**src/rtl/bit_serializer.sv**
```systemverilog
// bit_serializer: parallel-to-serial shifter with a one-word holding register and a frame counter
module bit_serializer #(
    parameter int WIDTH     = 8,
    parameter bit MSB_FIRST = 1'b0,
    parameter bit IDLE_BIT  = 1'b0
) (
    input  logic             clk,
    input  logic             areset,
    input  logic [WIDTH-1:0] din,
    input  logic             din_valid,
    output logic             din_ready,
    output logic             sout,
    output logic             sout_valid,
    output logic             busy,
    output logic [15:0]      frames_sent
);
    typedef enum logic {IDLE, SHIFT} state_t;
    localparam int CW = $clog2(WIDTH);
    localparam logic [CW-1:0] LAST = CW'(WIDTH - 1);

    state_t           state_q, state_d;
    logic [CW-1:0]    cnt_q, cnt_d;
    logic [WIDTH-1:0] shreg_q, shreg_d;
    logic [WIDTH-1:0] pend_q, pend_d;
    logic             pend_valid_q, pend_valid_d;
    logic             sout_q, sout_d;
    logic             sout_valid_q, sout_valid_d;
    logic [15:0]      frames_q, frames_d;
    logic [WIDTH-1:0] word;
    logic             load, accept, last;

    assign din_ready   = !pend_valid_q;
    assign busy        = (state_q == SHIFT) || pend_valid_q;
    assign sout        = sout_q;
    assign sout_valid  = sout_valid_q;
    assign frames_sent = frames_q;

    // Next state: load a new word (from din or pending) at idle or on the last bit, else keep shifting
    always_comb begin
        state_d      = state_q;
        cnt_d        = cnt_q;
        shreg_d      = shreg_q;
        pend_d       = pend_q;
        pend_valid_d = pend_valid_q;
        sout_d       = sout_q;
        sout_valid_d = sout_valid_q;
        frames_d     = frames_q;
        word         = din;
        load         = 1'b0;
        accept       = din_valid && !pend_valid_q;
        last         = (state_q == SHIFT) && (cnt_q == LAST);
        if (state_q == IDLE) begin
            load = accept;
        end else if (last) begin
            frames_d = frames_q + 16'd1;
            if (pend_valid_q) begin
                load         = 1'b1;
                word         = pend_q;
                pend_valid_d = 1'b0;
            end else begin
                load = accept;
            end
        end else if (accept) begin
            pend_d       = din;
            pend_valid_d = 1'b1;
        end
        if (load) begin
            state_d      = SHIFT;
            cnt_d        = '0;
            sout_d       = MSB_FIRST ? word[WIDTH-1] : word[0];
            shreg_d      = MSB_FIRST ? word << 1 : word >> 1;
            sout_valid_d = 1'b1;
        end else if (last) begin
            state_d      = IDLE;
            cnt_d        = '0;
            shreg_d      = '0;
            sout_d       = IDLE_BIT;
            sout_valid_d = 1'b0;
        end else if (state_q == SHIFT) begin
            cnt_d   = cnt_q + 1'b1;
            sout_d  = MSB_FIRST ? shreg_q[WIDTH-1] : shreg_q[0];
            shreg_d = MSB_FIRST ? shreg_q << 1 : shreg_q >> 1;
        end
    end

    // State registers; reset discards the word in flight and any pending word
    always_ff @(posedge clk or posedge areset) begin
        if (areset) begin
            state_q      <= IDLE;
            cnt_q        <= '0;
            shreg_q      <= '0;
            pend_q       <= '0;
            pend_valid_q <= 1'b0;
            sout_q       <= IDLE_BIT;
            sout_valid_q <= 1'b0;
            frames_q     <= '0;
        end else begin
            state_q      <= state_d;
            cnt_q        <= cnt_d;
            shreg_q      <= shreg_d;
            pend_q       <= pend_d;
            pend_valid_q <= pend_valid_d;
            sout_q       <= sout_d;
            sout_valid_q <= sout_valid_d;
            frames_q     <= frames_d;
        end
    end
endmodule

```
**config.mk**
```make
export PLATFORM = sky130hd
export DESIGN_NAME = bit_serializer
export DESIGN_NICKNAME = d
export VERILOG_FILES = /design/src/rtl/bit_serializer.sv
export SDC_FILE = /design/constraint.sdc
export NUM_CORES = 1
export LEC_CHECK = 0
export CAP_MARGIN = 20
export CORE_UTILIZATION = 49
export CTS_BUF_LIST = sky130_fd_sc_hd__clkbuf_4
export CTS_CLUSTER_DIAMETER = 40
export DETAILED_ROUTE_END_ITERATION = 10
export PLACE_DENSITY = 0.86
export SLEW_MARGIN = 0
export SYNTH_ARGS = -nofsm -noshare
export SYNTH_HDL_FRONTEND = slang
export SYNTH_SLANG_ARGS = --single-unit
export TNS_END_PERCENT = 20
```
**constraint.sdc**
```tcl
create_clock -name clk -period 2.7 [get_ports clk]
set_input_delay 0.54 -clock clk [delete_from_list [all_inputs] [get_ports clk]]
set_output_delay 0.54 -clock clk [all_outputs]
set_load 0.01 [all_outputs]
```
Yosys cells after proc, flatten, opt, wreduce, memory -nomap -nowiden
Cells that the tools add are included.
Cells by class
  add/sub/neg operators: 2
  eq/ne operators: 1
  mux-type cells: 19
  bitwise gates (word level): 1
  reductions and logical operators: 10
Operators with widths (number)
  $mux W8: 6
  $add A16 B1 Y16 const B: 1
  $mux W1: 10
  $mux W3: 3
  $reduce_and A2 Y1: 2
  $reduce_bool A2 Y1: 2
  $add A3 B1 Y3 const B: 1
  $eq A3 B3 Y1 const B: 1
  $reduce_and A3 Y1: 1
  $reduce_bool A3 Y1: 1
  $logic_and A1 B1 Y1: 2
  $logic_not A1 Y1: 1
  $logic_or A1 B1 Y1: 1
  $not A1 Y1: 1
Storage, ports and cells
  register bits after elaboration: 38
  bits of input ports: 11
  output and inout bits: 20

Logic depth before layout (Yosys ltp)
  word-level depth: 6
  gate-level depth with buffers: 7
  mapped depth without buffers: 6

Worst setup path after synthesis
OpenSTA, ideal clock, no wires.
  path kind: register to register
  from: register cnt_q[0]
  to: register pend_q[0]
  library setup time: 0.125 ns
  data arrival time: 1.635 ns
  setup slack: 0.940 ns
  stages on the path, launching flop included: 8
  cells stage by stage: dfrtp_1 -> ha_1 -> ha_1 -> clkbuf_2 -> inv_1 -> nand2_1 -> nor2_2 -> mux2_2
Between the ends
  cells in the longest elaborated chain, start to end: 4
RTL lines
  from (decl): line 22  | logic [CW-1:0] cnt_q, cnt_d;
  from (signal assigned): line 99  | cnt_q <= cnt_d;
  $eq A3 B3 Y1: line 51  | last = (state_q == SHIFT) && (cnt_q == LAST);
  $logic_and A1 B1 Y1: line 51
  $not A1 Y1 (no source line)
  $reduce_and A3 Y1 (no source line)
  to (signal assigned): line 101  | pend_q <= pend_d;
  to (decl): line 24  | logic [WIDTH-1:0] pend_q, pend_d;
Every way passes these cells.
A chain may end at the register's enable or synchronous reset.

==> impl_metrics.yaml <==
outcome:
  outcome: "finished clean"
floorplanning:
  die-area_mm2: 0.00381
  pin_count: 31
  coreArea_mm2: 0.00339
  num_rows: 21
  fp.dieW_um: 61.7
  chipHeight_um: 61.7
  start_util: 0.516
global_route:
  grt_max_degree: 38
  grt_pass1_wl_mm: 5.45
  overflow: 0
  grt_pass1_vias: 1196
  grt_usage: 0.208
  antenna_found_initial: 0
finish:
  drive_gt1_frac: 0.126
  layout_commonest_cell: "dfrtp_1"
  seqCellArea_um2: 926
  finalNetCount: 212
  finalCoreUtilization: 0.640
  layout_common_cells: "dfrtp_1, clkdlybuf4s50_1, nand2_1"
  n_antenna_cell: 0
  fin_area_mm2: 0.00217
  syn2layout_area_growth_pct: 24.0
  fillerInstances: 271
  multi_input_area_um2: 772
  fin_cells: 245
worst_setup_path:
  critPathMaxStageDelay_ns: 0.60
  endpoint_kind: "output port"
  r2r_setup_slack_ns: 0.74
  required_ns: 2.16
  crit_path_end: "busy"
  slowest_stage: "dfrtp_1"
  worstPathCellList: "or2_2 > clkdlybuf4s50_1"
  reg2reg_depth: 6
  r2r-end: "pend_q[3]"
  r2r-start: "cnt_q[0]"
  worst_ep_arrival_time_ns: 1.81
  critPathMaxFanout: 19
  startpoint: "sout_valid"
  worstSetupPathType: "reg2out"
  cp-start-kind: "register"
power:
  p_sw_mw: 0.631
  pwr-share-seq: 0.467
  finalPower_mw: 1.90
  vdd_drop_max_mv: 0.516
  p_leak_nw: 0.934
  p_int_mw: 1.27
  power_frac_comb: 0.333
  swShare: 0.333
  power_density_mw_per_mm2: 875
  pwr-share-clk: 0.200
clock_network:
  clock_sinks: 37
  cts_resized: 0
  clk_pin_slew_worst_paths_ns: 0.11
  cts_setup_buffers: 0
  htree_num_levels: 2
  clk_latency_ns: 0.36
  cts_buffers: 5
  hold_buffers: 0
  cts_tree: "yes"
  clock_path_buffers: 2
  root_buffer: "clkbuf_4"
synth:
  ys_types: 30
  syn_area_mm2: 0.00175
  ys_warn_count: 0
  syn_inst: 164
  syn-num-nets: 178
  synth_area_leaders: "dfrtp_1, xnor2_1, mux2_2"
  synth_area_leader_cell: "dfrtp_1"
  synth_top_cell_area_share: 0.529
  yosysSeqAreaShare: 0.529
  synth.avg_cell_area_um2: 10.7
  synth-seq-cells: 37
sta:
  worst_slew_pin_slew_ns: 0.547
  setup_viol: 0
  rsz0062_at_grt: "no"
  timing.final.crit_share: 0.870
  finalHoldViolCount: 0
  timing.fmax_mhz: 426
  min_period_ns: 2.35
  drv_slew: 0
  setup_slack_ns: 0.352
  slew_headroom: 0.635
  hold_ws_ns: 0.498
  finalSetupTns_ns: 0
  worst_clock_skew_ns: 0.0145
run:
  maxCapViolations: 0
place:
  preCtsSetupSlack_ns: 0.612
  dp.cells: 237
  portBuffers: 30
  gp_congestion: 0.779
  placed_area_mm2: 0.00209
  hpwlAfterDp_mm: 2.35
hold_path:
  hp-class: "reg2reg"
drt:
  ant_nets: 0
  wire_per_inst_um: 13.3
  wirelength_mm: 3.26
  dr.pass1.iters: 4
  viasPerCell: 5.16
  drc: 0
  vias: 1265
  drt_iter0_drc: 51
[power groups by stage]
| stage | combinational, mW | clock, mW | sequential (mW) |
|---|---|---|---|
| after floorplan | 0.460 | 0 | 0.859 |
| after detailed placement | 0.643 | 0 | 0.891 |
| final | 0.632 | 0.380 | 0.885 |
| after global routing | 0.719 | 0.415 | 0.912 |
| after CTS | 0.639 | 0.386 | 0.882 |
| after global placement | 0.617 | 0 | 0.884 |
[cells in the mapped netlist (all sizes together)]
master  instances
dfrtp          37
nand2          20
o21ai          17
nor2           14
xnor2          12
a22o            9
a21oi           8
mux2            8
nand4           6
inv             5
nand2b          4
buf             3
ha              3
nand3           3
xor2            3
and2            2
clkbuf          2
nor2b           2
nor3            2
a32oi           1
nand3b          1
o21a            1
or2             1
[cell families after synthesis]
| kind of cell | after synthesis | share of synthesized area |
|---|---|---|
| multiplexers | 8 | 0.0515 |
| AO/OA/AOI/OAI | 36 | 0.126 |
| buffers and inverters | 10 | 0.0293 |
| XOR/XNOR | 15 | 0.0751 |
| AND/OR/NAND/NOR | 55 | 0.167 |
| flip-flops | 37 | 0.529 |
| adder cells (fa/ha/maj) | 3 | 0.0215 |
[sequential cells by signal, summed over array words and instances, names as in the netlist]
signal and flops:
pend_valid_q 1, pend_q 8, frames_sent 16, cnt_q 3
sout 1, shreg_q 7, sout_valid 1
[per-layer routing]
| metal | part of all wire | GRT usage |
|---|---|---|
| met1 | 0.47 | 0.268 |
| met5 | 0 | 0 |
| met4 | 0.022 | 0.111 |
| met3 | 0.042 | 0.0580 |
| met2 | 0.47 | 0.320 |
[how the worst min path moves through the flow]
stage,start,end,slack (ns),depth (start not counted)
floorplan,shreg_q[6],shreg_q[6],0.46,2
global placement,frames_sent[15],frames_sent[15],0.46,1
detailed placement,cnt_q[0],cnt_q[0],0.49,1
CTS,cnt_q[0],cnt_q[0],0.51,1
global route,cnt_q[0],cnt_q[0],0.52,1
finish,cnt_q[0],cnt_q[0],0.50,1
[critical path, delay by kind of cell (launching register included)]
family	cells	cell delay [ns]
flops	1	0.60
buf+inv	1	0.48
simple gates	1	0.38
[layout make-up]
cell class / count / share of cell area
Sequential cell: 37 / 0.427
Multi-Input combinational cell: 117 / 0.356
Timing Repair Buffer: 32 / 0.145
Tap cell: 46 / 0.0265
Clock inverter: 3 / 0.0190
Clock buffer: 5 / 0.0173
Inverter: 5 / 0.00866
Note: power is estimated with default switching activity, not from simulation.
